===== src/rtl/aes_round_pkg.sv =====
// Shared types and byte-permutation helpers for the AES column round sequencer.
package aes_round_pkg;

    localparam int unsigned NUM_COLS  = 4;
    localparam int unsigned COL_IDX_W = $clog2(NUM_COLS);
    localparam int unsigned STATE_W   = 128;

    // Column-major state: [127:96] is column 0, row 0 in the top byte.
    typedef logic [STATE_W-1:0] state_t;
    // One column; element [3] is row 0.
    typedef logic [3:0][7:0] col_t;

    typedef enum logic [1:0] {
        IDLE = 2'd0,
        MIX  = 2'd1,
        DONE = 2'd2
    } seq_state_t;

    function automatic col_t get_col(input state_t s, input logic [COL_IDX_W-1:0] idx);
        col_t c;
        case (idx)
            2'd0:    c = s[127:96];
            2'd1:    c = s[95:64];
            2'd2:    c = s[63:32];
            default: c = s[31:0];
        endcase
        return c;
    endfunction

    function automatic state_t set_col(input state_t s, input logic [COL_IDX_W-1:0] idx,
                                       input col_t c);
        state_t t;
        t = s;
        case (idx)
            2'd0:    t[127:96] = c;
            2'd1:    t[95:64]  = c;
            2'd2:    t[63:32]  = c;
            default: t[31:0]   = c;
        endcase
        return t;
    endfunction

    // Row r rotates left by r columns.
    function automatic state_t shift_rows(input state_t s);
        state_t t;
        t = '0;
        for (int c = 0; c < 4; c++) begin
            for (int r = 0; r < 4; r++) begin
                t[127 - 8*(4*c + r) -: 8] = s[127 - 8*(4*((c + r) % 4) + r) -: 8];
            end
        end
        return t;
    endfunction

    // Row r rotates right by r columns.
    function automatic state_t inv_shift_rows(input state_t s);
        state_t t;
        t = '0;
        for (int c = 0; c < 4; c++) begin
            for (int r = 0; r < 4; r++) begin
                t[127 - 8*(4*c + r) -: 8] = s[127 - 8*(4*((c - r + 4) % 4) + r) -: 8];
            end
        end
        return t;
    endfunction

endpackage


===== src/rtl/aes_shift_rows.sv =====
// Combinational ShiftRows / InvShiftRows; inverse selects the direction.
module aes_shift_rows
    import aes_round_pkg::*;
(
    input  logic         inverse,
    input  logic [127:0] state_i,
    output logic [127:0] state_o
);

    // Pure byte permutation, no storage.
    always_comb begin
        state_o = inverse ? inv_shift_rows(state_i) : shift_rows(state_i);
    end

endmodule


===== src/rtl/aes_column_round_sequencer.sv =====
// AES round stage: feeds one column per cycle to an external (Inv)MixColumns
// block and assembles the 128-bit result behind a valid/ready handshake.
module aes_column_round_sequencer
    import aes_round_pkg::*;
(
    input  logic         clk,
    input  logic         rst_n,
    input  logic         in_valid,
    output logic         in_ready,
    input  logic [127:0] in_state,
    input  logic [127:0] in_key,
    input  logic         in_inverse,
    input  logic         in_bypass,
    output logic [7:0]   mix_a,
    output logic [7:0]   mix_b,
    output logic [7:0]   mix_c,
    output logic [7:0]   mix_d,
    output logic         mix_control,
    input  logic [7:0]   mix_p,
    input  logic [7:0]   mix_q,
    input  logic [7:0]   mix_r,
    input  logic [7:0]   mix_s,
    output logic         out_valid,
    input  logic         out_ready,
    output logic [127:0] out_state
);

    seq_state_t             state_q, state_d;
    logic [COL_IDX_W-1:0]   col_idx_q, col_idx_d, col_nxt;
    state_t                 pre_q, pre_d;
    state_t                 key_q, key_d;
    state_t                 res_q, res_d;
    logic                   inv_q, inv_d;
    logic                   byp_q, byp_d;
    col_t                   mix_col_q, mix_col_d;
    logic                   mix_control_q, mix_control_d;
    logic                   out_valid_q, out_valid_d;
    state_t                 out_state_q, out_state_d;

    state_t                 pre_fwd, post_inv, pre_in, res_wr;
    col_t                   col_res;
    logic                   accept;

    aes_shift_rows u_pre_shift (
        .inverse (1'b0),
        .state_i (in_state),
        .state_o (pre_fwd)
    );

    aes_shift_rows u_post_shift (
        .inverse (1'b1),
        .state_i (res_wr),
        .state_o (post_inv)
    );

    // Ready while idle, or while the finished result is being taken this cycle.
    assign in_ready = rst_n & ((state_q == IDLE) | ((state_q == DONE) & out_ready));
    assign accept   = in_valid & in_ready;
    assign col_nxt  = col_idx_q + COL_IDX_W'(1);

    // Pre-stage operand and the result with the current column written in.
    always_comb begin
        pre_in  = in_inverse ? (in_state ^ in_key) : pre_fwd;
        col_res = byp_q ? get_col(pre_q, col_idx_q) : col_t'({mix_p, mix_q, mix_r, mix_s});
        res_wr  = set_col(res_q, col_idx_q, col_res);
    end

    // Next-state and datapath control.
    always_comb begin
        state_d       = state_q;
        col_idx_d     = col_idx_q;
        pre_d         = pre_q;
        key_d         = key_q;
        res_d         = res_q;
        inv_d         = inv_q;
        byp_d         = byp_q;
        mix_col_d     = mix_col_q;
        mix_control_d = mix_control_q;
        out_valid_d   = out_valid_q;
        out_state_d   = out_state_q;

        case (state_q)
            IDLE: begin
            end
            MIX: begin
                res_d = res_wr;
                if (col_idx_q == COL_IDX_W'(NUM_COLS - 1)) begin
                    state_d     = DONE;
                    col_idx_d   = '0;
                    out_valid_d = 1'b1;
                    out_state_d = inv_q ? post_inv : (res_wr ^ key_q);
                end else begin
                    col_idx_d = col_nxt;
                    mix_col_d = get_col(pre_q, col_nxt);
                end
            end
            DONE: begin
                if (out_ready) begin
                    state_d     = IDLE;
                    out_valid_d = 1'b0;
                end
            end
            default: state_d = IDLE;
        endcase

        // A new state starts straight in MIX, also back-to-back from DONE.
        if (accept) begin
            state_d       = MIX;
            col_idx_d     = '0;
            pre_d         = pre_in;
            key_d         = in_key;
            inv_d         = in_inverse;
            byp_d         = in_bypass;
            mix_col_d     = get_col(pre_in, '0);
            mix_control_d = ~in_inverse;
        end
    end

    // State and datapath registers; reset aborts any operation in flight.
    always_ff @(posedge clk or negedge rst_n) begin
        if (!rst_n) begin
            state_q       <= IDLE;
            col_idx_q     <= '0;
            pre_q         <= '0;
            key_q         <= '0;
            res_q         <= '0;
            inv_q         <= 1'b0;
            byp_q         <= 1'b0;
            mix_col_q     <= '0;
            mix_control_q <= 1'b1;
            out_valid_q   <= 1'b0;
            out_state_q   <= '0;
        end else begin
            state_q       <= state_d;
            col_idx_q     <= col_idx_d;
            pre_q         <= pre_d;
            key_q         <= key_d;
            res_q         <= res_d;
            inv_q         <= inv_d;
            byp_q         <= byp_d;
            mix_col_q     <= mix_col_d;
            mix_control_q <= mix_control_d;
            out_valid_q   <= out_valid_d;
            out_state_q   <= out_state_d;
        end
    end

    assign mix_a       = mix_col_q[3];
    assign mix_b       = mix_col_q[2];
    assign mix_c       = mix_col_q[1];
    assign mix_d       = mix_col_q[0];
    assign mix_control = mix_control_q;
    assign out_valid   = out_valid_q;
    assign out_state   = out_state_q;

endmodule

===== config.mk =====
export PLATFORM = sky130hd
export DESIGN_NAME = aes_column_round_sequencer
export DESIGN_NICKNAME = d
export VERILOG_FILES = /design/src/rtl/aes_round_pkg.sv /design/src/rtl/aes_shift_rows.sv /design/src/rtl/aes_column_round_sequencer.sv
export SDC_FILE = /design/constraint.sdc
export NUM_CORES = 1
export LEC_CHECK = 0
export CORE_ASPECT_RATIO = 1.25
export CORE_UTILIZATION = 57
export CTS_BUF_LIST = sky130_fd_sc_hd__clkbuf_16
export DETAILED_ROUTE_END_ITERATION = 6
export GPL_ROUTABILITY_DRIVEN = 0
export PLACE_DENSITY = 0.84
export SLEW_MARGIN = 20
export SYNTH_ARGS = -nofsm -noshare
export SYNTH_HDL_FRONTEND = slang
export SYNTH_HIERARCHICAL = 1
export SYNTH_SLANG_ARGS = --single-unit

===== constraint.sdc =====
create_clock -name clk -period 2.9 [get_ports clk]
set_input_delay 0.29 -clock clk [delete_from_list [all_inputs] [get_ports clk]]
set_output_delay 0.29 -clock clk [all_outputs]
set_load 0.01 [all_outputs]

### Word level (Yosys, flattened, before mapping)

Cells that the tools add are included.

* register bits after elaboration: 552
* bits in latches: 0
* memory bits (writable): 0
* memory bits (read-only): 0
* input bits: 294
* logic and storage cells: 67
* memories kept: 0

* add/sub/neg operators: 1
* multipliers: 0
* divide/modulo/power cells: 0
* $lt $le $gt $ge: 0
* equality and inequality tests: 13
* shifts and indexed selects: 0
* muxes and demuxes: 22
* bitwise operators: 7
* reductions and logical operators: 10

Operator list (count)
* $mux W128: 2
* $mux W32: 8
* $xor A128 B128 Y128: 2
* $pmux W32 S3: 2
* $mux W2: 6
* $eq A2 B2 Y1 const B: 4
* $ne A2 B2 Y1 const B: 4
* $eq A2 B1 Y1 const B: 3
* $logic_not A2 Y1: 3
* $ne A3 B3 Y1 const B: 2
* $pmux W2 S3: 1
* $reduce_and A3 Y1: 2
* $reduce_and A2 Y1: 2
* $reduce_bool A2 Y1: 2
* $and A1 B1 Y1: 3
* $reduce_or A3 Y1: 1
* $add A2 B1 Y2 const B: 1
* $mux W1: 2
* $pmux W1 S2: 1
* $not A1 Y1: 1
* $or A1 B1 Y1: 1

### Logic depth before layout (Yosys ltp)

* depth after elaboration: 7
* mapped depth: 12
* depth with buffers taken out: 9

### Modules after synthesis

The synthesis kept the hierarchy.

Modules (own cells, without submodules)
* aes_column_round_sequencer: instances 1, cells an instance 3766, area an instance 31626.6 µm², seq. area each 13814.5 µm²
* aes_shift_rows: instances 2, cells an instance 135, area an instance 1557.7 µm², seq. area each 0.0 µm²

### Least setup slack after synthesis

OpenSTA, ideal clock, no wires.

* path kind: register to register
* start: register col_idx_q[0]
* end: register out_state_q[113], in the netlist out_state[113]
* library setup time: 0.129 ns
* arrival: 2.274 ns
* data required time: 2.771 ns
* slack: 0.497 ns
* cell stages (with the launch flop): 12
* buffers on the path: 2
* period minus slack after synthesis: 2.403 ns
* cells stage by stage: dfrtp_1 > inv_1 > ha_1 > buf_2 > buf_2 > a22oi_1 > a211oi_1 > or2_1 > mux2_4 > and3_1 > a21oi_1 > nand3_1

* elaborated cells between the ends (all ways): 12
* classes of those cells: eq/ne (3); mux (5); bitwise (1); reduce/logical (3)

RTL lines
* from (decl): RTL line aes_column_round_sequencer.sv:29 `logic [COL_IDX_W-1:0] col_idx_q, col_idx_d, col_nxt;`
* from (signal assigned): RTL line aes_column_round_sequencer.sv:135 `col_idx_q <= col_idx_d;`
* $eq A2 B2 Y1, or another cell as far along: RTL line aes_round_pkg.sv:21, aes_round_pkg.sv:34
* $pmux W32 S3: RTL line aes_round_pkg.sv:21 `case (idx)`
* $mux W32: RTL line aes_column_round_sequencer.sv:64 `col_res = byp_q ? get_col(pre_q, col_idx_q) : col_t'({mix_p, mix_q, mix_r, mix_s});`
* $mux W32 (*): RTL line aes_round_pkg.sv:34 `case (idx)`
* net res_wr[17]: RTL line aes_column_round_sequencer.sv:40 `state_t pre_fwd, post_inv, pre_in, res_wr;`
* $mux W128 (*): RTL line aes_column_round_sequencer.sv:91 `out_state_d = inv_q ? post_inv : (res_wr ^ key_q);`
* to (signal assigned): RTL line aes_column_round_sequencer.sv:144 `out_state_q <= out_state_d;`
* to (decl): RTL line aes_column_round_sequencer.sv:38 `state_t out_state_q, out_state_d;`

The timed path passes the listed nets; every way through them passes the cells marked *.
A chain may end at the register's enable or synchronous reset.

### Worst setup path in the final report

* start: register col_idx_q[1]
* end: register out_state_q[0], in the netlist out_state[0]

* elaborated cells between the ends (all ways): 12
* classes of those cells: eq/ne (3); mux (5); bitwise (1); reduce/logical (3)

RTL lines (RTL line)
* $eq A2 B2 Y1, or another cell as far along: aes_round_pkg.sv:21
* $pmux W32 S3: aes_round_pkg.sv:21
* $mux W32: aes_column_round_sequencer.sv:64
* $mux W32 (*): aes_round_pkg.sv:34
* net res_wr[96]: aes_column_round_sequencer.sv:40
* $mux W128 (*): aes_column_round_sequencer.sv:91

Marks and branches as above.

==> flow_summary.toml <==
[status]
outcome = "finished clean"

[synthesis]
yosys.cell_count.top_type = "nand2_1"
ys_seq_area_share_pct = 39.8
yosys_warnings = 6
synthTopCellsByArea = "dfrtp_1 40%, nand2_1 8.1%, mux2_4 5.2%"
synth_common_cells = "749 x nand2_1, 551 x dfrtp_1, 295 x o21ai_0, 291 x a21oi_1, 172 x clkbuf_1"
synth_compound_gate_area_share_pct = 15.0
synthXorXnorAreaFrac_pct = 3.23
synth.largest_area_cell = "dfrtp_1"
synth_top_family_by_area = "simple AND/OR/NAND/NOR gates"
syn_inst = 4036
async_flop_share_pct = 100
synth_edf_count = 0
ys.flop_type = "dfrtp_1"
yosysUniqueCellTypes = 41
synth-seq-cells = 552
synth_simple_gate_area_share_pct = 24.5
avgSynthCellArea_sq_um = 8.61
netlist_area_sq_um = 34700
synth.top_cell.area_share_pct = 39.7
syn-num-nets = 4336
synthAdderAreaFrac_pct = 0.216
synth_mux_area_share_pct = 9.62

[critical_path]
worst_ep_required_time_ns = 3.36
path_buf_inv = 1
path_delay_family = "compound AO/OA/AOI/OAI gates"
r2r_cells = 9
max_stage_delay_ns = 0.56
worstSetupStartpointType = "flip-flop"
rrSetupSlack_ns = 0.08
reg2reg_from = "col_idx_q[1]"
endpoint_kind = "flip-flop"
crit_path_top_delay_cell = "a22oi_1"
r2r_end = "out_state[0]"
cp.arrival_ns = 3.28
endpoint = "out_state[0]"
cp-startpoint = "col_idx_q[1]"
worst-setup-path-type = "flip-flop to flip-flop"
path_max_fanout = 14
cp_cell_sequence = "inv_1, ha_4, a22oi_1, a211oi_1, or2_2, mux2_2, and3_1, a21oi_1, nand3_1"
critical_path_depth = 9

[route]
wl_per_cell_um = 23.4
drtAntennaViolNets = 0
first_pass_iters = 7
num_vias = 32400
via_per_inst = 6.44
drc_errors = 0
drtIter0Drc = 5319
wirelength_um = 118000

[cells_and_area]
finalNetCount = 4501
fin_cells = 5025
drive_gt1_share_pct = 12.1
area_delta_synth_final_pct = 16.6
final_area_sq_um = 40500

[sta]
tightest_slew_ns = 0.939
finalSetupViolations = 0
min_period_ns = 2.82
slew_viol_final = 0
hold_viol_final = 0
max_freq_mhz = 355
setup_tns_ns = 0
setup_ws_ns = 0.0848
rsz0062_at_grt = "no"
slew_headroom_pct = 37.4
post-route-period-util_pct = 97.1
fin_skew_ns = 0.0134

[clock_tree]
numCtsBuffers = 52
htree_levels = 2
cts_buffer_depth = 3
root_buffer = "clkbuf_16"
post-cts-setup-buffers = 0
clkLatencyLatePin_ns = 0.59
clk_pin_slew_ns = 0.07
cts.sinks = 552
cts_tree = "done"

[placed_design]
hpwlAfterDp_um = 83300
place_inst = 4911
port_buffers = 456
dpl-instance-area_sq_um = 38800
pre_cts_ws_ns = 0.108

[global_routing]
grt_use_total_pct = 37.0
grt_first_pass_wirelength_um = 177000
grt_pass1_vias = 29600
antenna_found_initial = 22
grt_max_degree = 152
overflow = 0

[power_and_ir_drop]
power.density_nw_per_um2 = 1090
peakVddDrop_v = 0.000791
p_int_mw = 25.1
pwr-share-clk_pct = 15.4
combPwrFrac_pct = 49.1
leakage_nw = 17.4
swShare_pct = 43.4
power_switching_mw = 19.3
seqPwrFrac_pct = 35.6

[worst_hold_path]
hold_class = "input port to flip-flop"

[run]
maxCapViolCount = 0

[die]
ios = 457
start_util_pct = 58.0
core_area_sq_um = 59900
rows = 100
die_h_um = 278
die_w_um = 223
dieArea_sq_um = 61900
-- state kept, by name (all words and copies together), names as in the netlist --
signal / flops
inv_q: 1
mix_b: 8
pre_q: 128
out_state: 128
mix_control: 1
mix_d: 8
mix_c: 8
col_idx_q: 2
state_q: 2
res_q: 128
key_q: 128
byp_q: 1
out_valid: 1
mix_a: 8
-- kinds of logic after synthesis --
family	Yosys count
other cells	2
mux	257
flops	552
fa+ha+maj	6
buf+inv	437
xor+xnor	128
compound gates	902
simple gates	1752
-- layout make-up --
class,instances,area [sq um]
well taps,765,957
diodes,22,55.1
fillers,4536,19400
inverters,5,18.8
repair buffers,543,5650
clock inverters,38,299
clock buffers,53,1330
flip-flops and latches,552,13800
multi-input cells,3047,18400
-- routing by layer --
metal / vias up / share of wire, % / wire length [um] / global-route usage, %
met5: - / 0 / 0 / 0
met4: 0 / 3.9 / 4610 / 13.8
met3: 272 / 15 / 17400 / 11.7
met2: 2244 / 41 / 48700 / 51.2
met1: 15500 / 40 / 47000 / 53.5
li1: 14400 / - / - / -
-- power groups by stage --
stage / Clock [mW] / Combinational (mW) / Sequential, mW
3_3_place_gp: 0 / 20.3 / 15.3
4_1_cts: 6.80 / 21.2 / 15.4
2_1_floorplan: 0 / 14.7 / 13.9
6_report: 6.82 / 21.8 / 15.8
3_5_place_dp: 0 / 21.0 / 15.4
5_1_grt: 7.07 / 23.4 / 16.0
-- timing repair --
item                       in CTS  in global routing
hold buffers                    1                  0
hold endpoints to repair      102                  0
setup endpoints to repair       0                 42
resized for setup               0                  7
-- through the flow --
step | hold WS (ns) | utilization (%) | total power [mW]
finish | 0.0585 | 67.6 | 44.3
global route | 0.0755 | 67.6 | 46.5
CTS | 0.0385 | 67.5 | 43.4
detailed placement | 0.122 | 64.7 | 36.5
global placement | 0.121 | 64.7 | 35.7
floorplan | -0.00559 | - | 28.6
-- worst min path at each step --
| stage | from | endpoint | depth (start not counted) |
|---|---|---|---|
| finish | in_inverse | inv_q | 3 |
| detailed placement | rst_n | mix_a[0] | 1 |
| CTS | in_inverse | inv_q | 3 |
| global placement | rst_n | mix_a[0] | 1 |
| global route | in_inverse | inv_q | 3 |
| floorplan | rst_n | byp_q | 0 |
-- tightest hold or removal path, stage by stage --
cell,delay (ns)
buf_6,0.17
nand2_1,0.09
nand2_1,0.04
-- layout by cell type (no fill, tap or decap), types with 2 or more instances in the layout --
master and count:
buf_4 52, clkbuf_16 53, a211oi_1 128, clkinv_4 2
o21ai_1 57, nand3_1 128, a21oi_1 290, clkinv_2 6
a222oi_1 32, clkdlybuf4s50_1 454, ha_4 5, mux2_2 136
or2_2 79, a22oi_2 3, a31oi_1 32, and3_1 128
buf_12 34, diode_2 22, clkinv_1 12, dfrtp_2 2
bufinv_16 5, or3_1 128, nor3_1 129, inv_1 16
dfrtp_1 548, nand3b_1 129, nor2_1 164, xnor2_1 128
nand2b_1 32, clkinvlp_4 2, o21ai_0 295, o211ai_1 32
or2_1 49, nand2_1 748, a22oi_1 29, conb_1 2
mux2_4 120, nor2b_1 33
Note: power is estimated with default switching activity, not from simulation.
